==> src/rtl/m31_poseidon2_result_collector_if.sv <==
// Issue/result bundle between upstream, the Poseidon2 core output and the result consumer.
// slave = collector side; master = the driver/consumer side.
interface m31_poseidon2_result_collector_if #(
  parameter int WIDTH      = 16,
  parameter int OUT_WIDTH  = 8,
  parameter int FIFO_DEPTH = 4,
  parameter int TAG_W      = 8
);
  localparam int CNT_W = $clog2(FIFO_DEPTH + 1);

  logic                        issue_valid_i;
  logic [TAG_W-1:0]            issue_tag_i;
  logic                        issue_ready_o;
  logic [WIDTH-1:0][30:0]      core_state_i;
  logic                        res_valid_o;
  logic                        res_ready_i;
  logic [OUT_WIDTH-1:0][30:0]  res_data_o;
  logic [TAG_W-1:0]            res_tag_o;
  logic [CNT_W-1:0]            inflight_o;
  logic                        overflow_o;

  modport slave (
    input  issue_valid_i, issue_tag_i, core_state_i, res_ready_i,
    output issue_ready_o, res_valid_o, res_data_o, res_tag_o, inflight_o, overflow_o
  );

  modport master (
    output issue_valid_i, issue_tag_i, core_state_i, res_ready_i,
    input  issue_ready_o, res_valid_o, res_data_o, res_tag_o, inflight_o, overflow_o
  );
endinterface

==> src/rtl/m31_poseidon2_result_collector.sv <==
// Captures fixed-latency Poseidon2 core results into a FWFT FIFO; empty-FIFO latency is LATENCY cycles.
// Issue is credit-gated on inflight+occupancy so every in-flight result has a slot; consumer backpressure only stalls issue.
module m31_poseidon2_result_collector #(
  parameter int WIDTH      = 16,
  parameter int OUT_WIDTH  = 8,
  parameter int LATENCY    = 287,
  parameter int FIFO_DEPTH = 4,
  parameter int TAG_W      = 8
) (
  input logic clk,
  input logic rst,
  m31_poseidon2_result_collector_if.slave bus
);

  localparam int CNT_W = $clog2(FIFO_DEPTH + 1);
  localparam int PTR_W = (FIFO_DEPTH > 1) ? $clog2(FIFO_DEPTH) : 1;
  localparam logic [CNT_W-1:0] DEPTH_C = CNT_W'(FIFO_DEPTH);
  localparam logic [PTR_W-1:0] LAST_C  = PTR_W'(FIFO_DEPTH - 1);

  logic [LATENCY-1:0]          r_vld_dl;
  logic [TAG_W-1:0]            r_tag_dl [LATENCY];
  logic [OUT_WIDTH-1:0][30:0]  r_mem_dat [FIFO_DEPTH];
  logic [TAG_W-1:0]            r_mem_tag [FIFO_DEPTH];
  logic [PTR_W-1:0]            r_wr_ptr;
  logic [PTR_W-1:0]            r_rd_ptr;
  logic [CNT_W-1:0]            r_count;
  logic [CNT_W-1:0]            r_inflight;
  logic                        r_overflow;

  logic [CNT_W:0]              w_credit_used;
  logic                        w_issue_ready;
  logic                        w_fire;
  logic                        w_capture;
  logic                        w_not_empty;
  logic                        w_full;
  logic                        w_pop;
  logic                        w_push;
  logic                        w_unused_state;

  function automatic logic [PTR_W-1:0] ptr_next(input logic [PTR_W-1:0] p);
    return (p == LAST_C) ? '0 : p + 1'b1;
  endfunction

  // Credit counts results still in the core plus results already buffered.
  assign w_credit_used = {1'b0, r_inflight} + {1'b0, r_count};
  assign w_issue_ready = w_credit_used < {1'b0, DEPTH_C};
  assign w_fire        = bus.issue_valid_i && w_issue_ready;
  assign w_capture     = r_vld_dl[LATENCY-1];

  assign w_not_empty   = (r_count != '0);
  assign w_full        = (r_count == DEPTH_C);
  assign w_pop         = w_not_empty && bus.res_ready_i;
  assign w_push        = w_capture && (!w_full || w_pop);

  assign w_unused_state = ^bus.core_state_i;

  always_ff @(posedge clk) begin
    if (rst) begin
      r_vld_dl <= '0;
      for (int i = 0; i < LATENCY; i++) begin
        r_tag_dl[i] <= '0;
      end
    end else begin
      r_vld_dl[0] <= w_fire;
      r_tag_dl[0] <= w_fire ? bus.issue_tag_i : '0;
      for (int i = 1; i < LATENCY; i++) begin
        r_vld_dl[i] <= r_vld_dl[i-1];
        r_tag_dl[i] <= r_tag_dl[i-1];
      end
    end
  end

  // Storage is not reset; the empty mask on the outputs hides stale entries.
  always_ff @(posedge clk) begin
    if (w_push) begin
      r_mem_dat[r_wr_ptr] <= bus.core_state_i[OUT_WIDTH-1:0];
      r_mem_tag[r_wr_ptr] <= r_tag_dl[LATENCY-1];
    end
  end

  always_ff @(posedge clk) begin
    if (rst) begin
      r_wr_ptr   <= '0;
      r_rd_ptr   <= '0;
      r_count    <= '0;
      r_inflight <= '0;
      r_overflow <= 1'b0;
    end else begin
      if (w_push) begin
        r_wr_ptr <= ptr_next(r_wr_ptr);
      end
      if (w_pop) begin
        r_rd_ptr <= ptr_next(r_rd_ptr);
      end

      case ({w_push, w_pop})
        2'b10:   r_count <= r_count + 1'b1;
        2'b01:   r_count <= r_count - 1'b1;
        default: r_count <= r_count;
      endcase

      case ({w_fire, w_capture})
        2'b10:   r_inflight <= r_inflight + 1'b1;
        2'b01:   r_inflight <= r_inflight - 1'b1;
        default: r_inflight <= r_inflight;
      endcase

      // Only reachable if the credit check is broken; sticky until reset.
      if (w_capture && w_full && !w_pop) begin
        r_overflow <= 1'b1;
      end
    end
  end

  assign bus.issue_ready_o = w_issue_ready;
  assign bus.res_valid_o   = w_not_empty;
  assign bus.res_data_o    = w_not_empty ? r_mem_dat[r_rd_ptr] : '0;
  assign bus.res_tag_o     = w_not_empty ? r_mem_tag[r_rd_ptr] : '0;
  assign bus.inflight_o    = r_inflight;
  assign bus.overflow_o    = r_overflow;

endmodule

==> src/flat_wrapper.sv <==
// flat-port wrapper written by rule: the top's interface ports become plain ports
module m31_poseidon2_result_collector_flat 
#(
  parameter int WIDTH      = 16,
  parameter int OUT_WIDTH  = 8,
  parameter int LATENCY    = 287,
  parameter int FIFO_DEPTH = 4,
  parameter int TAG_W      = 8
)
  (clk, rst, bus_issue_valid_i, bus_issue_tag_i, bus_core_state_i, bus_res_ready_i, bus_issue_ready_o, bus_res_valid_o, bus_res_data_o, bus_res_tag_o, bus_inflight_o, bus_overflow_o);
  m31_poseidon2_result_collector_if #(.WIDTH(WIDTH), .OUT_WIDTH(OUT_WIDTH), .FIFO_DEPTH(FIFO_DEPTH), .TAG_W(TAG_W)) bus_i ();
  input logic clk;
  input logic rst;
  input wire logic [$bits(bus_i.issue_valid_i)-1:0] bus_issue_valid_i;
  input wire logic [$bits(bus_i.issue_tag_i)-1:0] bus_issue_tag_i;
  input wire logic [$bits(bus_i.core_state_i)-1:0] bus_core_state_i;
  input wire logic [$bits(bus_i.res_ready_i)-1:0] bus_res_ready_i;
  output wire logic [$bits(bus_i.issue_ready_o)-1:0] bus_issue_ready_o;
  output wire logic [$bits(bus_i.res_valid_o)-1:0] bus_res_valid_o;
  output wire logic [$bits(bus_i.res_data_o)-1:0] bus_res_data_o;
  output wire logic [$bits(bus_i.res_tag_o)-1:0] bus_res_tag_o;
  output wire logic [$bits(bus_i.inflight_o)-1:0] bus_inflight_o;
  output wire logic [$bits(bus_i.overflow_o)-1:0] bus_overflow_o;
  assign bus_i.issue_valid_i = bus_issue_valid_i;
  assign bus_i.issue_tag_i = bus_issue_tag_i;
  assign bus_i.core_state_i = bus_core_state_i;
  assign bus_i.res_ready_i = bus_res_ready_i;
  assign bus_issue_ready_o = bus_i.issue_ready_o;
  assign bus_res_valid_o = bus_i.res_valid_o;
  assign bus_res_data_o = bus_i.res_data_o;
  assign bus_res_tag_o = bus_i.res_tag_o;
  assign bus_inflight_o = bus_i.inflight_o;
  assign bus_overflow_o = bus_i.overflow_o;
  m31_poseidon2_result_collector #(.WIDTH(WIDTH), .OUT_WIDTH(OUT_WIDTH), .LATENCY(LATENCY), .FIFO_DEPTH(FIFO_DEPTH), .TAG_W(TAG_W)) u_core (.clk(clk), .rst(rst), .bus(bus_i));
endmodule
==> config.mk <==
export PLATFORM = sky130hd
export DESIGN_NAME = m31_poseidon2_result_collector_flat
export DESIGN_NICKNAME = d
export VERILOG_FILES = /design/src/rtl/m31_poseidon2_result_collector_if.sv /design/src/rtl/m31_poseidon2_result_collector.sv /design/src/flat_wrapper.sv
export SDC_FILE = /design/constraint.sdc
export NUM_CORES = 2
export LEC_CHECK = 0
export BUFFER_PORTS_ARGS = -buffer_cell sky130_fd_sc_hd__buf_2
export CAP_MARGIN = 20
export CORE_ASPECT_RATIO = 1.4
export CORE_MARGIN = 2
export CORE_UTILIZATION = 40
export DETAILED_ROUTE_END_ITERATION = 6
export PLACE_DENSITY = 0.58
export SLEW_MARGIN = 20
export SYNTH_ARGS = -nofsm -noshare
export SYNTH_HDL_FRONTEND = slang
export SYNTH_SLANG_ARGS = --single-unit
export TNS_END_PERCENT = 20
==> constraint.sdc <==
create_clock -name clk -period 10 [get_ports clk]
set_input_delay 0 -clock clk [delete_from_list [all_inputs] [get_ports clk]]
set_output_delay 0 -clock clk [all_outputs]
set_load 0.02 [all_outputs]
==> reports/metrics.yaml <==
status: "finished clean"
via_count: 52411
rows: 226
yosysWarningCount: 0
grt_pass1_wl_mm: 296
seq_power_share: 0.533
max_freq_ghz: 0.223
wl_per_cell_um: 15.4
io_pins: 770
critPathLaunchType: "register"
die_w_um: 444
avgSynthCellArea_um2: 15.2
syn-num-nets: 7675
synth_common_cells: "dfxtp_1 (2596), nor2b_1 (2575), edfxtp_1 (1024)"
worstSetupPathType: "register to output port"
cts_tree: "done"
syn_area_um2: 109000
path_cells: "buf_4 > buf_4 > mux4_2 > and2_1 > buf_2"
crit_top_cell: "buf_4"
fin_skew_ps: 63.6
synth_cell_types: 31
critPathTopFamily: "buffers and inverters"
period_needed_ps: 4490
syn2layout_area_growth_pct: 20.1
worst_hold_path_type: "input port to register"
hold_start: "bus_core_state_i[89]"
synth_edf_count: 1024
path_clk_slew_ps: 60
power.internal_w: 0.0227
dr.first_iter.drc_count: 2877
grt_max_degree: 283
cp_slowest_stage_delay_ps: 860
required_ps: 10000
die_area_um2: 276000
ys_dominant_reg_cell: "dfxtp_1"
remaining_drc_errors: 0
gp_congestion: 0.773
p_comb_frac: 0.015
io_buffer_count: 521
peakVddDrop_mv: 0.173
cts_buffer_depth: 4
arrival_ps: 4490
power_density_nw_per_um2: 216
finalWirelength_mm: 185
core_region_area_um2: 270000
period_share: 0.449
netlist.top_cell.by_area: "dfxtp_1"
maxCapViolCount: 0
netlist_instances: 7156
cts.sinks: 3620
crit_fanout: 45
synth_seq_cells: 3620
synth_top_area_share: 0.478
slowest_stage: "dfxtp_4"
fillers: 23231
root_buffer: "clkbuf_16"
r2r-start: "u_core.r_count[0]"
cp-end-kind: "output port"
htreeDepth: 5
drtPass1Iterations: 7
p_total_w: 0.0282
start_util: 0.402
clock_latency_ps: 840
routed_via_density: 4.37
tightestPinTransition_ps: 1150
drive_above_1_share: 0.159
antenna_found_initial: 60
ys_seq_area_frac: 0.762
sw_frac_of_total: 0.196
leakagePower_nw: 48.6
p_sw_w: 0.00553
critPathBufInv: 3
tns_ps: 0
fin_nets: 8689
slew_violations: 0
synth_area_leaders: "dfxtp_1 (48%), edfxtp_1 (28%), nor2b_1 (15%), mux4_2 (5.3%), and2_1 (1.5%)"
numCtsBuffers: 341
synth-async-reset-ratio: 0
yosysMostFrequentCell: "dfxtp_1"
grt-ovfl-total: 0
ant_nets: 0
track_usage: 0.132
grt_pass1_vias: 53294
hold_viol: 0
p_clk_frac: 0.451
dp_hpwl_mm: 99.2
slew_headroom: 0.236
die_h_um: 621
setup_viol: 0
seqCellArea_um2: 82700
rsz0062_at_grt: "no"
multi_input_area_um2: 24000
final cells by class:
class                      instances  area share
antenna                           37    0.000710
clock inverter                   120     0.00962
tap                             3534      0.0339
clock buffer                     484      0.0762
sequential                      3620       0.634
multi-input combinational       3151       0.184
timing repair buffer            1046      0.0614
inverter                          10    0.000288
power by group through the flow:
stage	sequential (W)	combinational (W)	clock (W)
6_report	0.0151	0.000436	0.0127
3_3_place_gp	0.0154	0.000242	0
4_1_cts	0.0151	0.000440	0.0132
3_5_place_dp	0.0154	0.000261	0
2_1_floorplan	0.0154	0.000144	0
5_1_grt	0.0150	0.000479	0.0137
cell usage in the layout, fill, tap and decap left out, types with 3 or more instances in the layout:
cell              n
a21oi_1           8
and2_1          264
and3_4            4
buf_12           17
buf_2           520
buf_4            18
bufinv_16        21
clkbuf_1         67
clkbuf_16       352
clkbuf_8         63
clkinv_1         19
clkinv_2         55
clkinv_4          4
clkinvlp_4        8
dfxtp_1        2594
diode_2          37
dlygate4sd3_1   490
edfxtp_1       1024
ha_1              9
inv_1            10
inv_16            5
inv_6             5
mux4_2          256
nand2_1           3
nand3_1           3
nor2_1            7
nor2b_1        2575
or3_1             3
xor2_1            4
flip-flops by register name, summed over array words and instances, names as in the netlist, named ones only:
| signal | flops |
|---|---|
| u_core.r_tag_dl | 2296 |
| u_core.r_mem_dat | 992 |
| u_core.r_vld_dl | 287 |
| u_core.r_mem_tag | 32 |
| u_core.bus.inflight_o | 3 |
| u_core.r_count | 3 |
| u_core.r_rd_ptr | 2 |
| u_core.r_wr_ptr | 2 |
| u_core.bus.overflow_o | 1 |
path summary, 6_finish.rpt:
kind / end / slack [ps] / cells past startpoint
max reg2reg: u_core.r_mem_dat[0][92] / 6510 / 4
min: u_core.r_mem_dat[2][89] / 60 / 2
max: bus_res_data_o[144] / 5510 / 5
min reg2reg: u_core.r_tag_dl[0][873] / 390 / 1
layer usage:
metal  part of all wire  GRT usage  vias to the layer above
li1                   -          -                    25386
met1               0.45      0.171                    25354
met2               0.45      0.213                     1251
met3              0.070     0.0352                      402
met4              0.033     0.0479                       18
met5            0.00058          0                        -
kinds of logic after synthesis:
family | share of synthesized area
and+or+nand+nor | 0.165
xor gates and xnor gates | 0.000323
AOI/OAI and AO/OA | 0.000714
buffers and inverters | 0.0178
DFF | 0.762
muxes | 0.0531
adders and majority gates | 0.00141
through the flow:
step	setup WS (ps)	instances	hold slack, ps	cell area, um2	utilization
after floorplan	5760	7156	98.9	109000	-
after global placement	6150	10870	202	114000	0.423
after detailed placement	6160	10870	206	114000	0.423
after CTS	5190	11964	6.28	130000	0.482
after global routing	5040	11989	27.8	130000	0.483
final	5510	12002	57.9	130000	0.483
timing repair:
item                       CTS  global route
hold endpoints to repair  1181             0
hold buffers               490             0
resized for setup            0             0
setup buffers                0             0
Note: power is estimated with default switching activity, not from simulation.
